==> config.mk <==
export PLATFORM = sky130hd
export DESIGN_NAME = hpdcache_flush_all_seq
export DESIGN_NICKNAME = d
export VERILOG_FILES = /design/src/rtl/hpdcache_flush_all_seq.sv
export SDC_FILE = /design/constraint.sdc
export NUM_CORES = 1
export LEC_CHECK = 0
export CAP_MARGIN = 20
export CORE_MARGIN = 2
export CORE_UTILIZATION = 44
export DETAILED_ROUTE_END_ITERATION = 10
export PLACE_DENSITY = 0.84
export SYNTH_ARGS = -nofsm -noshare
export SYNTH_HDL_FRONTEND = slang
export SYNTH_SLANG_ARGS = --single-unit
==> constraint.sdc <==
create_clock -name clk_i -period 2 [get_ports clk_i]
set_input_delay 0.2 -clock clk_i [delete_from_list [all_inputs] [get_ports clk_i]]
set_output_delay 0.2 -clock clk_i [all_outputs]
set_load 0.01 [all_outputs]
==> src/rtl/hpdcache_flush_all_seq.sv <==
// Flush-all walker: reads the directory set by set and hands every valid+dirty line to the flush controller.
// Latency 2 cycles per clean set, 2+k per set with k dirty lines; alloc valid/nline/way hold until ready.
module hpdcache_flush_all_seq #(
  parameter  int unsigned SETS      = 64,
  parameter  int unsigned WAYS      = 4,
  parameter  int unsigned TAG_WIDTH = 20,
  localparam int unsigned SET_WIDTH = $clog2(SETS)
) (
  input  logic                           clk_i,
  input  logic                           rst_i,
  input  logic                           start_i,
  output logic                           busy_o,
  output logic                           done_o,
  output logic                           dir_rd_o,
  output logic [SET_WIDTH-1:0]           dir_rd_set_o,
  input  logic [WAYS-1:0]                dir_rd_valid_i,
  input  logic [WAYS-1:0]                dir_rd_dirty_i,
  input  logic [WAYS*TAG_WIDTH-1:0]      dir_rd_tag_i,
  output logic                           dir_clr_dirty_o,
  output logic [SET_WIDTH-1:0]           dir_clr_set_o,
  output logic [WAYS-1:0]                dir_clr_way_o,
  output logic                           flush_alloc_o,
  input  logic                           flush_alloc_ready_i,
  output logic [TAG_WIDTH+SET_WIDTH-1:0] flush_alloc_nline_o,
  output logic [WAYS-1:0]                flush_alloc_way_o,
  input  logic                           flush_empty_i
);

  typedef enum logic [2:0] {IDLE, READ, CAPTURE, ISSUE, DRAIN, DONE} state_t;

  state_t                      state_q;
  logic [SET_WIDTH-1:0]        set_q;
  logic [WAYS-1:0]             mask_q;
  logic [WAYS-1:0]             way_q;
  logic [TAG_WIDTH-1:0]        tag_q;
  logic [WAYS*TAG_WIDTH-1:0]   tags_q;

  logic [WAYS-1:0] cap_mask, cap_way, rem_mask, nxt_way;
  logic            accept, last_set;

  function automatic logic [WAYS-1:0] lowest(input logic [WAYS-1:0] m);
    return m & (~m + WAYS'(1));
  endfunction

  function automatic logic [TAG_WIDTH-1:0] sel_tag(input logic [WAYS*TAG_WIDTH-1:0] tags,
                                                   input logic [WAYS-1:0]           oh);
    logic [TAG_WIDTH-1:0] t;
    t = '0;
    for (int w = 0; w < WAYS; w++)
      if (oh[w]) t |= tags[w*TAG_WIDTH +: TAG_WIDTH];
    return t;
  endfunction

  assign cap_mask = dir_rd_valid_i & dir_rd_dirty_i;
  assign cap_way  = lowest(cap_mask);
  assign accept   = flush_alloc_o & flush_alloc_ready_i;
  assign rem_mask = mask_q & ~way_q;
  assign nxt_way  = lowest(rem_mask);
  assign last_set = (set_q == SET_WIDTH'(SETS - 1));

  // The dirty clear rides on the accepting handshake, so it can never lead or lag the alloc.
  assign dir_rd_set_o        = set_q;
  assign dir_clr_dirty_o     = accept;
  assign dir_clr_set_o       = set_q;
  assign dir_clr_way_o       = accept ? way_q : '0;
  assign flush_alloc_way_o   = way_q;
  assign flush_alloc_nline_o = {tag_q, set_q};

  always_ff @(posedge clk_i) begin
    if (rst_i) begin
      state_q       <= IDLE;
      set_q         <= '0;
      mask_q        <= '0;
      way_q         <= '0;
      tag_q         <= '0;
      tags_q        <= '0;
      busy_o        <= 1'b0;
      done_o        <= 1'b0;
      dir_rd_o      <= 1'b0;
      flush_alloc_o <= 1'b0;
    end else begin
      dir_rd_o <= 1'b0;
      done_o   <= 1'b0;
      case (state_q)
        IDLE: if (start_i) begin
          state_q  <= READ;
          set_q    <= '0;
          busy_o   <= 1'b1;
          dir_rd_o <= 1'b1;
        end
        READ: state_q <= CAPTURE;
        CAPTURE: begin
          mask_q <= cap_mask;
          tags_q <= dir_rd_tag_i;
          if (cap_mask != '0) begin
            state_q       <= ISSUE;
            flush_alloc_o <= 1'b1;
            way_q         <= cap_way;
            tag_q         <= sel_tag(dir_rd_tag_i, cap_way);
          end else if (last_set) begin
            state_q <= DRAIN;
          end else begin
            state_q  <= READ;
            set_q    <= set_q + SET_WIDTH'(1);
            dir_rd_o <= 1'b1;
          end
        end
        ISSUE: if (accept) begin
          mask_q <= rem_mask;
          if (rem_mask != '0) begin
            way_q <= nxt_way;
            tag_q <= sel_tag(tags_q, nxt_way);
          end else begin
            flush_alloc_o <= 1'b0;
            way_q         <= '0;
            tag_q         <= '0;
            if (last_set) begin
              state_q <= DRAIN;
            end else begin
              state_q  <= READ;
              set_q    <= set_q + SET_WIDTH'(1);
              dir_rd_o <= 1'b1;
            end
          end
        end
        DRAIN: if (flush_empty_i) begin
          state_q <= DONE;
          done_o  <= 1'b1;
        end
        DONE: begin
          state_q <= IDLE;
          busy_o  <= 1'b0;
          set_q   <= '0;
        end
        default: state_q <= IDLE;
      endcase
    end
  end

endmodule

; After elaboration in Yosys (flattened, before gate mapping)
; Index checks and enable logic that the tools add are counted.
[word_totals]
inputBits = 93
word_cells = 119
ff_bits = 121
out_inout_bits = 51
[classes]
n_bitwise = 15
muxes = 66
reduce_logical = 13
addsub = 3
eq_ne = 12
[ops]
columns = cell, count
row1 = 20-bit two-way mux, 32
row2 = 20-bit OR, 6
row3 = 20-bit case mux with 2 select lines, 1
row4 = 6-bit two-way mux, 5
row5 = 6-bit case mux with 4 select lines, 1
row6 = 4-bit two-way mux, 5
row7 = 3-bit two-way mux, 6
row8 = 4-bit bitwise AND, 4
row9 = 4-bit case mux with 2 select lines, 2
row10 = 3-bit case mux with 5 select lines, 1
row11 = 2-bit != test (second input constant), 6
row12 = 4-bit inverter, 3
row13 = 4-bit nonzero test, 3
row14 = 1-bit two-way mux, 10
row15 = 4-bit by 1-bit adder with 4-bit output (second input constant), 2
row16 = 4-bit AND reduction, 2
row17 = 6-bit by 1-bit adder with 6-bit output (second input constant), 1
row18 = 3-bit by 2-bit equality test with 1-bit output (second input constant), 2
row19 = 3-bit equality test (second input constant), 2
row20 = 6-bit equality test (second input constant), 1
row21 = 5-bit AND reduction, 1
row22 = 1-bit case mux with 2 select lines, 2
row23 = 2-bit AND reduction, 2
row24 = 2-bit nonzero test, 2
row25 = 7 further kinds, 7

; Logic depth before layout (Yosys ltp)
[depth]
ltp_word = 27
mapped_depth = 7

; Least setup slack after synthesis
; No wires, ideal clock.
[synth_timing]
path_type = reg2reg
from = register way_q[0], in the netlist flush_alloc_way_o[0]
to = register set_q[3], in the netlist dir_clr_set_o[3]
stages_incl_launch_ff = 8
required_ns = 1.904
setup_slack_ns = -0.177
t_arrival_ns = 2.081
path_cell_list = dfxtp_1 nor2b_1 clkbuf_1 o41ai_4 o211ai_2 or3_1 clkbuf_1 o41ai_2
[synth_via]
elab_chain_cells = 5
[synth_lines]
columns = element, line
row1 = "start, declared", 34  ; logic [WAYS-1:0] way_q;
row2 = "start signal, assigned", 98  ; way_q <= cap_way;
row3 = "start signal, assigned", 111  ; way_q <= nxt_way;
row4 = 4-bit inverter, 57  ; assign rem_mask = mask_q & ~way_q;
row5 = 4-bit bitwise AND, 57
row6 = 4-bit nonzero test, 110  ; if (rem_mask != '0) begin
row7 = 2-bit != test (no source line), --
row8 = 5-bit AND reduction (no source line), --
row9 = "end signal, assigned", 104  ; set_q <= set_q + SET_WIDTH'(1);
row10 = "end signal, assigned", 121  ; set_q <= set_q + SET_WIDTH'(1);
row11 = "end, declared", 32  ; logic [SET_WIDTH-1:0] set_q;
; No other way between the ends.
; A chain may end at the register's enable or synchronous reset.

; Worst setup path in the final report
[layout_timing]
from = register state_q[1]
to = register tag_q[13]
[layout_via]
elab_chain_cells = 3
word_cells_on_any_way = 7
[layout_lines]
columns = element, line
row1 = "start, declared", 31  ; state_t state_q;
row2 = "start signal, assigned", 71  ; state_q <= IDLE;
row3 = "start signal, assigned", 86  ; state_q <= READ;
row4 = "start signal, assigned", 91  ; READ: state_q <= CAPTURE;
row5 = 3-bit by 2-bit equality test with 1-bit output, 84  ; case (state_q)
row6 = 2-bit != test (no source line) or 2-bit nonzero test (tied branches), --
row7 = 3-bit AND reduction (no source line), --
row8 = "end signal, assigned", 99  ; tag_q <= sel_tag(dir_rd_tag_i, cap_way);
row9 = "end signal, assigned", 112  ; tag_q <= sel_tag(tags_q, nxt_way);
row10 = "end, declared", 35  ; logic [TAG_WIDTH-1:0] tag_q;
; Parallel ways exist; a longest one is shown, timed or not.

==> results_dict.tcl <==
set metrics [dict create \
    place_inst 1024 \
    muxShareOfSynthArea 0 \
    vias_per_cell 5.86 \
    die_area_um2 13700 \
    wl_met1_um 7350 \
    antennaDiodeCount 0 \
    post-route-period-util 1.03 \
    async_reset_ff_frac 0 \
    area_growth_pct 47.0 \
    drt_iter0_markers 912 \
    place_ws_ps -549 \
    worstPathRequired_ps 2280 \
    vias 6251 \
    most-common-layout-cells "nand2_1 (206), clkdlybuf4s50_1 (142), dfxtp_1 (118)" \
    ir_drop_mv 0.559 \
    cts_root_buf "clkbuf_16" \
    worstPathCellList "buf_4, and3b_2, buf_4, nor4b_4, buf_6, nand2_1, a311oi_1" \
    htree_num_levels 4 \
    layout_commonest_cell "nand2_1" \
    cts.sink_count 121 \
    antenna_found_initial 0 \
    ys.flop_type "dfxtp_1" \
    io_buffers 143 \
    path_buf_inv 3 \
    crit_top_cell "buf_4" \
    crit_type "flip-flop to flip-flop" \
    grt_overflow 0 \
    coreArea_um2 12500 \
    firstDrtPassIters 9 \
    setup_viol 1 \
    outcome "finished, violations left" \
    relSlewSlack 0.643 \
    wl_met2_um 9040 \
    synthXorXnorAreaFrac 0 \
    grt_pass1_wl_um 28000 \
    route.detailed.drc 0 \
    ys_types 45 \
    max_stage_delay_ps 410 \
    ys_warn_count 0 \
    insertion_delay_ps 410 \
    utilization 0.659 \
    pin_count 144 \
    hold_viol 0 \
    ys_seq_area_frac 0.432 \
    min_period_ps 2070 \
    ys_ff_latch 121 \
    crit_family "simple AND/OR/NAND/NOR gates" \
    die_h_um 117 \
    grt_usage 0.265 \
    violations "setup timing" \
    worstPathArrival_ps 2350 \
    ctsHoldBuffers 0 \
    start_util 0.448 \
    min_path_type "primary input to flip-flop" \
    dp_hpwl_um 11900 \
    final_layout_size_suffix_gt1_frac 0.136 \
    grt_max_degree 107 \
    synth_nets 816 \
    synth_edf_count 0 \
    p_per_area_nw_per_um2 965 \
    drt_wl_total_um 18900 \
    endpoint_kind "flip-flop" \
    fin_worst_skew_ps 6.90 \
    crit_fanout 11 \
    maxSlewViolCount 0 \
    clockBufferDepth 2 \
    syn_avg_cell_area_um2 7.77 \
    die_w_um 117 \
    top_layer "met4" \
    slowest_stage "nor4b_4" \
    nNetsFinal 975 \
    num_rows 41 \
    clkTransAtPathRegs_ps 50 \
    finalPower_mw 7.96 \
    synth_top_family_by_area "compound AO/OA/AOI/OAI gates" \
    synth_cells 722 \
    fmax_ghz 0.484 \
    grt_pass1_vias 5642 \
    cts-buffers-inserted 17 \
    setup_ws_ps -66.2 \
    stdcell_count 1066 \
    cap_violations 0 \
    wire_per_inst_um 17.7 \
    cp-start-kind "flip-flop" \
    synth_compound_area_frac 0.297 \
    power.leakage_nw 2.98 \
    final_antenna_net_count 0 \
    synth_area_um2 5610 \
    routed-wl-met3_um 2100 \
    place.gp.congestion 0.895 \
    synthAdderAreaFrac 0.00223 \
    synth_simple_gate_area_share 0.207 \
    worst_pin_slew_ps 535 \
    cts_tree "yes" \
]
registers in the layout, summed over array words and instances (netlist names):
register,flops
busy_o,1
dir_clr_set_o,6
dir_rd_o,1
done_o,1
flush_alloc_o,1
flush_alloc_way_o,4
mask_q,4
state_q,3
tag_q,20
tags_q,80
area by class of cell:
class	instances	area [um2]
inverters	8	30.0
multi-input cells	521	2930
flip-flops and latches	121	2430
clock inverters	9	95.1
repair buffers	212	2060
well taps	172	215
clock buffers	23	488
fillers	1039	4270
per-stage QoR:
stage                     setup TNS, ps  hold slack, ps  cell area (um2)
after floorplan                       0             336             5620
final                             -66.2             327             8250
after global placement            -6900             441             7500
after CTS                          -170             325             8090
after global routing               -144             342             8250
after detailed placement          -8150             446             7500
worst paths after layout:
kind              cells past startpoint  startpoint    endpoint  slack (ps)
hold / removal                        3       rst_i      busy_o         330
setup / recovery                      7  state_q[1]   tag_q[13]         -70
setup reg to reg                      7  state_q[1]   tag_q[13]         -70
hold reg to reg                       2  tags_q[29]  tags_q[29]         450
report_power, final:
| part | switching [mW] | internal (mW) |
|---|---|---|
| Sequential | 0.176 | 2.72 |
| Clock | 1.06 | 1.95 |
| Combinational | 1.13 | 0.927 |
| Total | 2.36 | 5.60 |
cells in the mapped netlist (8+ instances only):
cell type | count | share of area
nor2_1 | 29 | 0.019
nand3_1 | 13 | 0.012
buf_4 | 12 | 0.016
a2bb2oi_1 | 12 | 0.019
clkbuf_1 | 57 | 0.038
a222oi_1 | 33 | 0.059
o21ai_0 | 14 | 0.012
inv_1 | 8 | 0.0054
a311oi_1 | 8 | 0.012
dfxtp_1 | 121 | 0.43
o21a_1 | 12 | 0.016
a21oi_1 | 100 | 0.089
a21o_1 | 10 | 0.013
nor2b_1 | 8 | 0.0089
a22oi_1 | 14 | 0.019
nand2_1 | 206 | 0.14
worst reg2reg max path: stages, from the launching register on:
cell and delay (ps):
dfxtp_1 320, buf_4 170, and3b_2 250, buf_4 180, nor4b_4 410, buf_6 200, nand2_1 80, a311oi_1 330
kinds of logic after synthesis:
group,Yosys count
AND/OR/NAND/NOR,281
AO/OA/AOI/OAI,239
flip-flops,121
buffers and inverters,80
adder cells (fa/ha/maj),1
timing repair:
item	in CTS	in global routing
resized for setup	3	18
endpoints found under the setup margin	19	32
pin swaps	0	3
setup buffers	0	8
cloned	0	2
per-layer routing:
layer,up-vias,global-route usage
li1,2900,-
met1,2920,0.327
met2,393,0.430
met3,38,0.0803
met4,0,0.115
met5,-,0
Power figures use the tool's default switching activity.
==> variant 1 (same flow settings) <==
Make the reset (`rst_i`) asynchronous in one clocked block.
--- a/src/rtl/hpdcache_flush_all_seq.sv
+++ b/src/rtl/hpdcache_flush_all_seq.sv
@@ -67,5 +67,5 @@
   assign flush_alloc_nline_o = {tag_q, set_q};
 
-  always_ff @(posedge clk_i) begin
+  always_ff @(posedge clk_i or posedge rst_i) begin
     if (rst_i) begin
       state_q       <= IDLE;
Behaviour: differs if rst_i is asserted again (counterexample within 4 cycles, from zero or initial values and one cycle with rst_i high); with rst_i held inactive, the same outputs for 4 cycles.
==> variant 1 against the unedited design <==
Wire length is 3.9% lower. Sequential cell count did not move. Clock skew hardly changed. Design area is 0.80% higher. Non-clock buffer count fell by 30. Setup slack better by 0.18 ns. Area after synthesis rose by 5.2%.
Power is not compared: it rests on default switching activity, and its combinational part moved more than twofold at a synthesized area within 25%.
==> variant 1: results (changes against the unedited design) <==
======================================================================================
Status .................................................................. finished, final reports clean   was finished with violations
Final routed wire length divided by cell count ..........................      17.9 µm   was 17.7 µm
Ys async rst share ......................................................         100%   was 0%
Crit path max-delay family .............................................. compound AO/OA/AOI/OAI gates   was simple AND/OR/NAND/NOR gates
Compound-cell area share of the yosys netlist ...........................        19.0%   was 29.7%
Measured slew at the worst slew-check pin ...............................     0.670 ns   was 0.535 ns
Min-Delay Path Class .................................................... input port to async pin   was input port to flip-flop
Post-detailed-placement half-perimeter wirelength .......................     11800 µm   was 11900 µm
Largest cells by area after synthesis ................................... sky130_fd_sc_hd__dfrtp_1 (51%), sky130_fd_sc_hd__nand2_1 (19%), sky130_fd_sc_hd__a222oi_1 (6.9%), sky130_fd_sc_hd__a21oi_1 (3.5%), sky130_fd_sc_hd__a211o_1 (2.8%)   was sky130_fd_sc_hd__dfxtp_1 (43%), sky130_fd_sc_hd__nand2_1 (14%), sky130_fd_sc_hd__a21oi_1 (8.9%), sky130_fd_sc_hd__a222oi_1 (5.9%), sky130_fd_sc_hd__clkbuf_1 (3.8%)
Global-route wire length before repair ..................................     28900 µm   was 28000 µm
Average instance area after synthesis ...................................     8.62 µm²   was 7.77 µm²
Fill cells ..............................................................         1036   was 1039
Post-synthesis mux area share ...........................................       0.530%   was 0%
Total global routing track utilization ..................................        25.9%   was 26.5%
Number of instances in the placed design ................................          982   was 1024
Maximum number of pins on one net before global-route repair ............           53   was 107
Arrival time reported for the critical path endpoint ....................      2.19 ns   was 2.35 ns
Post-route non-filler standard cell count ...............................         1014   was 1066
Mean number of vias per cell ............................................         5.74   was 5.86
Critical path's slowest cell ............................................ sky130_fd_sc_hd__o41ai_4   was sky130_fd_sc_hd__nor4b_4
Syn nets ................................................................          779   was 816
Crit path max fanout ....................................................            6   was 11
First-pass iteration count of the detailed router .......................            8   was 9
Final nets ..............................................................          919   was 975
Setup Skew ..............................................................   0.00679 ns   was 0.00690 ns
Initial detailed-routing violation count ................................          831   was 912
Sequential-to-total area share from yosys stat ..........................        51.3%   was 43.2%
Weighted congestion reported at the end of routability-driven placement .        0.840   was 0.895
Top cells by instance count after synthesis ............................. sky130_fd_sc_hd__nand2_1 (299), sky130_fd_sc_hd__dfrtp_1 (121), sky130_fd_sc_hd__a21oi_1 (41), sky130_fd_sc_hd__a222oi_1 (41), sky130_fd_sc_hd__clkbuf_1 (27)   was sky130_fd_sc_hd__nand2_1 (206), sky130_fd_sc_hd__dfxtp_1 (121), sky130_fd_sc_hd__a21oi_1 (100)
======================================================================================
[variant 1: timing repair]
item | 4_1_cts | 5_1_grt
endpoints found under the setup margin | 0 | 13
resized for setup | 0 | 3
buffers inserted | 0 | 0
[variant 1: path summary, 6_finish.rpt]
check / start / end / slack (ns) / cells after the start
min in group clk_i: dir_rd_tag_i[20] / tags_q[20] / 0.34 / 3
min reg2reg: mask_q[1] / mask_q[1] / 0.47 / 2
min: rst_i / tags_q[18] / 0.21 / 2
max reg2reg: mask_q[1] / dir_clr_set_o[0] / 0.12 / 5
max: mask_q[1] / dir_clr_set_o[0] / 0.12 / 5
max in group asynchronous: rst_i / tags_q[66] / 1.21 / 3
[variant 1: metrics by stage]
step | total power [W] | setup WS, ns | cell area, µm² | hold WS, ns
2_1_floorplan | 0.00718 | 0.167 | 5910 | 0.305
3_3_place_gp | 0.00923 | -0.288 | 7770 | 0.457
3_5_place_dp | 0.00941 | -0.385 | 7770 | 0.462
4_1_cts | 0.0122 | 0.0504 | 8300 | 0.227
5_1_grt | 0.0130 | 0.00894 | 8320 | 0.255
6_report | 0.0123 | 0.118 | 8320 | 0.213
[variant 1: cell type report]
class,count,area (µm²),area share (%)
timing repair buffer,182,1910,23.0
clock buffer,23,458,5.51
sequential,121,3030,36.4
tap,176,220,2.65
multi-input combinational,496,2590,31.2
clock inverter,9,75.1,0.903
inverter,7,30.0,0.361
[variant 1: routing by layer]
layer / share of wire, % / global-route usage [%]
met1: 41 / 35.1
met2: 47 / 39.9
met3: 11 / 6.70
met4: 2.1 / 10.1
met5: 0 / 0
==> variant 2 (same flow settings) <==
Made on the original files. `WAYS`: 4 -> 8.
--- a/src/rtl/hpdcache_flush_all_seq.sv
+++ b/src/rtl/hpdcache_flush_all_seq.sv
@@ -3,5 +3,5 @@
 module hpdcache_flush_all_seq #(
   parameter  int unsigned SETS      = 64,
-  parameter  int unsigned WAYS      = 4,
+  parameter  int unsigned WAYS      = 8,
   parameter  int unsigned TAG_WIDTH = 20,
   localparam int unsigned SET_WIDTH = $clog2(SETS)
Ports: changed (5 resized); port bits go from 144 to 240. The function was not compared with the original's and may differ.
==> variant 2 against the unedited design <==
Area after synthesis up 91%. Sequential cell count rose by 88. Power up 69%. Setup slack gained 0.027 ns. Largest cell class unchanged. Fmax increased by 1.3%. The run still ends with negative setup slack left. First-iteration DRC count increased by 120%. Wire length up 130%. Critical path type unchanged. Design area grew 90%.
==> variant 2: results (changes against the unedited design) <==
=================================================================================================
GRT met3 Usage .....................................................................        8.94%   was 8.03%
H-tree level count .................................................................            1   was 4
Initial detailed-routing violation count ...........................................         2033   was 912
Post-detailed-placement half-perimeter wirelength ..................................     29600 µm   was 11900 µm
Worst setup margin .................................................................   -0.0393 ns   was -0.0662 ns
Resized cells post-CTS .............................................................           41   was 3
Post-place setup slack .............................................................    -0.686 ns   was -0.549 ns
Setup violation total in the final timing report ...................................            2   was 1
Proportion of layout cells with a drive suffix above 1 .............................        15.4%   was 13.6%
Number of distinct library cell variants in the gate-level netlist after synthesis .           51   was 45
Peak supply drop ...................................................................   0.000528 V   was 0.000559 V
Metal2 WL ..........................................................................     19200 µm   was 9040 µm
Clock-cell share ...................................................................        5.01%   was 7.07%
Count of buffers inserted at the top-level ports ...................................          239   was 143
Total global routing track utilization .............................................        31.9%   was 26.5%
Final nets .........................................................................         1935   was 975
Via count of the first global-routing pass .........................................        11516   was 5642
Compound-cell area share of the yosys netlist ......................................        24.6%   was 29.7%
Worst reg2reg path depth ...........................................................            6   was 7
First-pass iteration count of the detailed router ..................................            6   was 9
Violations in the final reports .................................................... negative setup slack   unchanged
Worst slew margin relative to its limit ............................................        38.3%   was 64.3%
Buffers from clock root to sink, at most ...........................................            3   was 2
Switching share of total power .....................................................        33.1%   was 29.7%
Number of clock-tree buffers in the layout .........................................           37   was 23
Status ............................................................................. finished with violations   unchanged
Horiz. Die Dim .....................................................................       160 µm   was 117 µm
Ant. Diodes ........................................................................            1   was 0
Seq. cell area .....................................................................     4200 µm²   was 2430 µm²
Total setup buffers inserted after CTS .............................................            9   was 0
Fill cells .........................................................................         1961   was 1039
Crit path max-delay family ......................................................... compound AO/OA/AOI/OAI gates   was simple AND/OR/NAND/NOR gates
Post-Synthesis Cells ...............................................................         1491   was 722
Number of logic inverters in the finished layout ...................................           84   was 8
Maximum number of pins on one net before global-route repair .......................          114   was 107
Leakage power ......................................................................      5.81 nW   was 2.98 nW
Antenna violations before repair ...................................................            1   was 0
Arrival time reported for the critical path endpoint ...............................      2.41 ns   was 2.35 ns
=================================================================================================
==> variant 2: cell types whose count changed after synthesis, moves of 31 or more <==
cell                       delta
sky130_fd_sc_hd__inv_1       +76
sky130_fd_sc_hd__nand3_1     +69
sky130_fd_sc_hd__nor3_1      +51
sky130_fd_sc_hd__a222oi_1    -31
sky130_fd_sc_hd__a21oi_1     +74
sky130_fd_sc_hd__a31oi_1     +35
sky130_fd_sc_hd__clkbuf_1    +70
sky130_fd_sc_hd__dfxtp_1     +88
sky130_fd_sc_hd__nand2_1    +152
==> variant 2: worst min path at each step <==
stage / startpoint / endpoint / slack [ns] / depth (start not counted)
floorplan: dir_rd_tag_i[0] / tags_q[0] / 0.34 / 2
global placement: tags_q[6] / tags_q[6] / 0.44 / 2
detailed placement: tags_q[12] / tags_q[12] / 0.44 / 2
CTS: dir_rd_tag_i[82] / tags_q[82] / 0.25 / 3
global route: dir_rd_tag_i[97] / tags_q[97] / 0.26 / 3
finish: dir_rd_tag_i[82] / tags_q[82] / 0.25 / 3
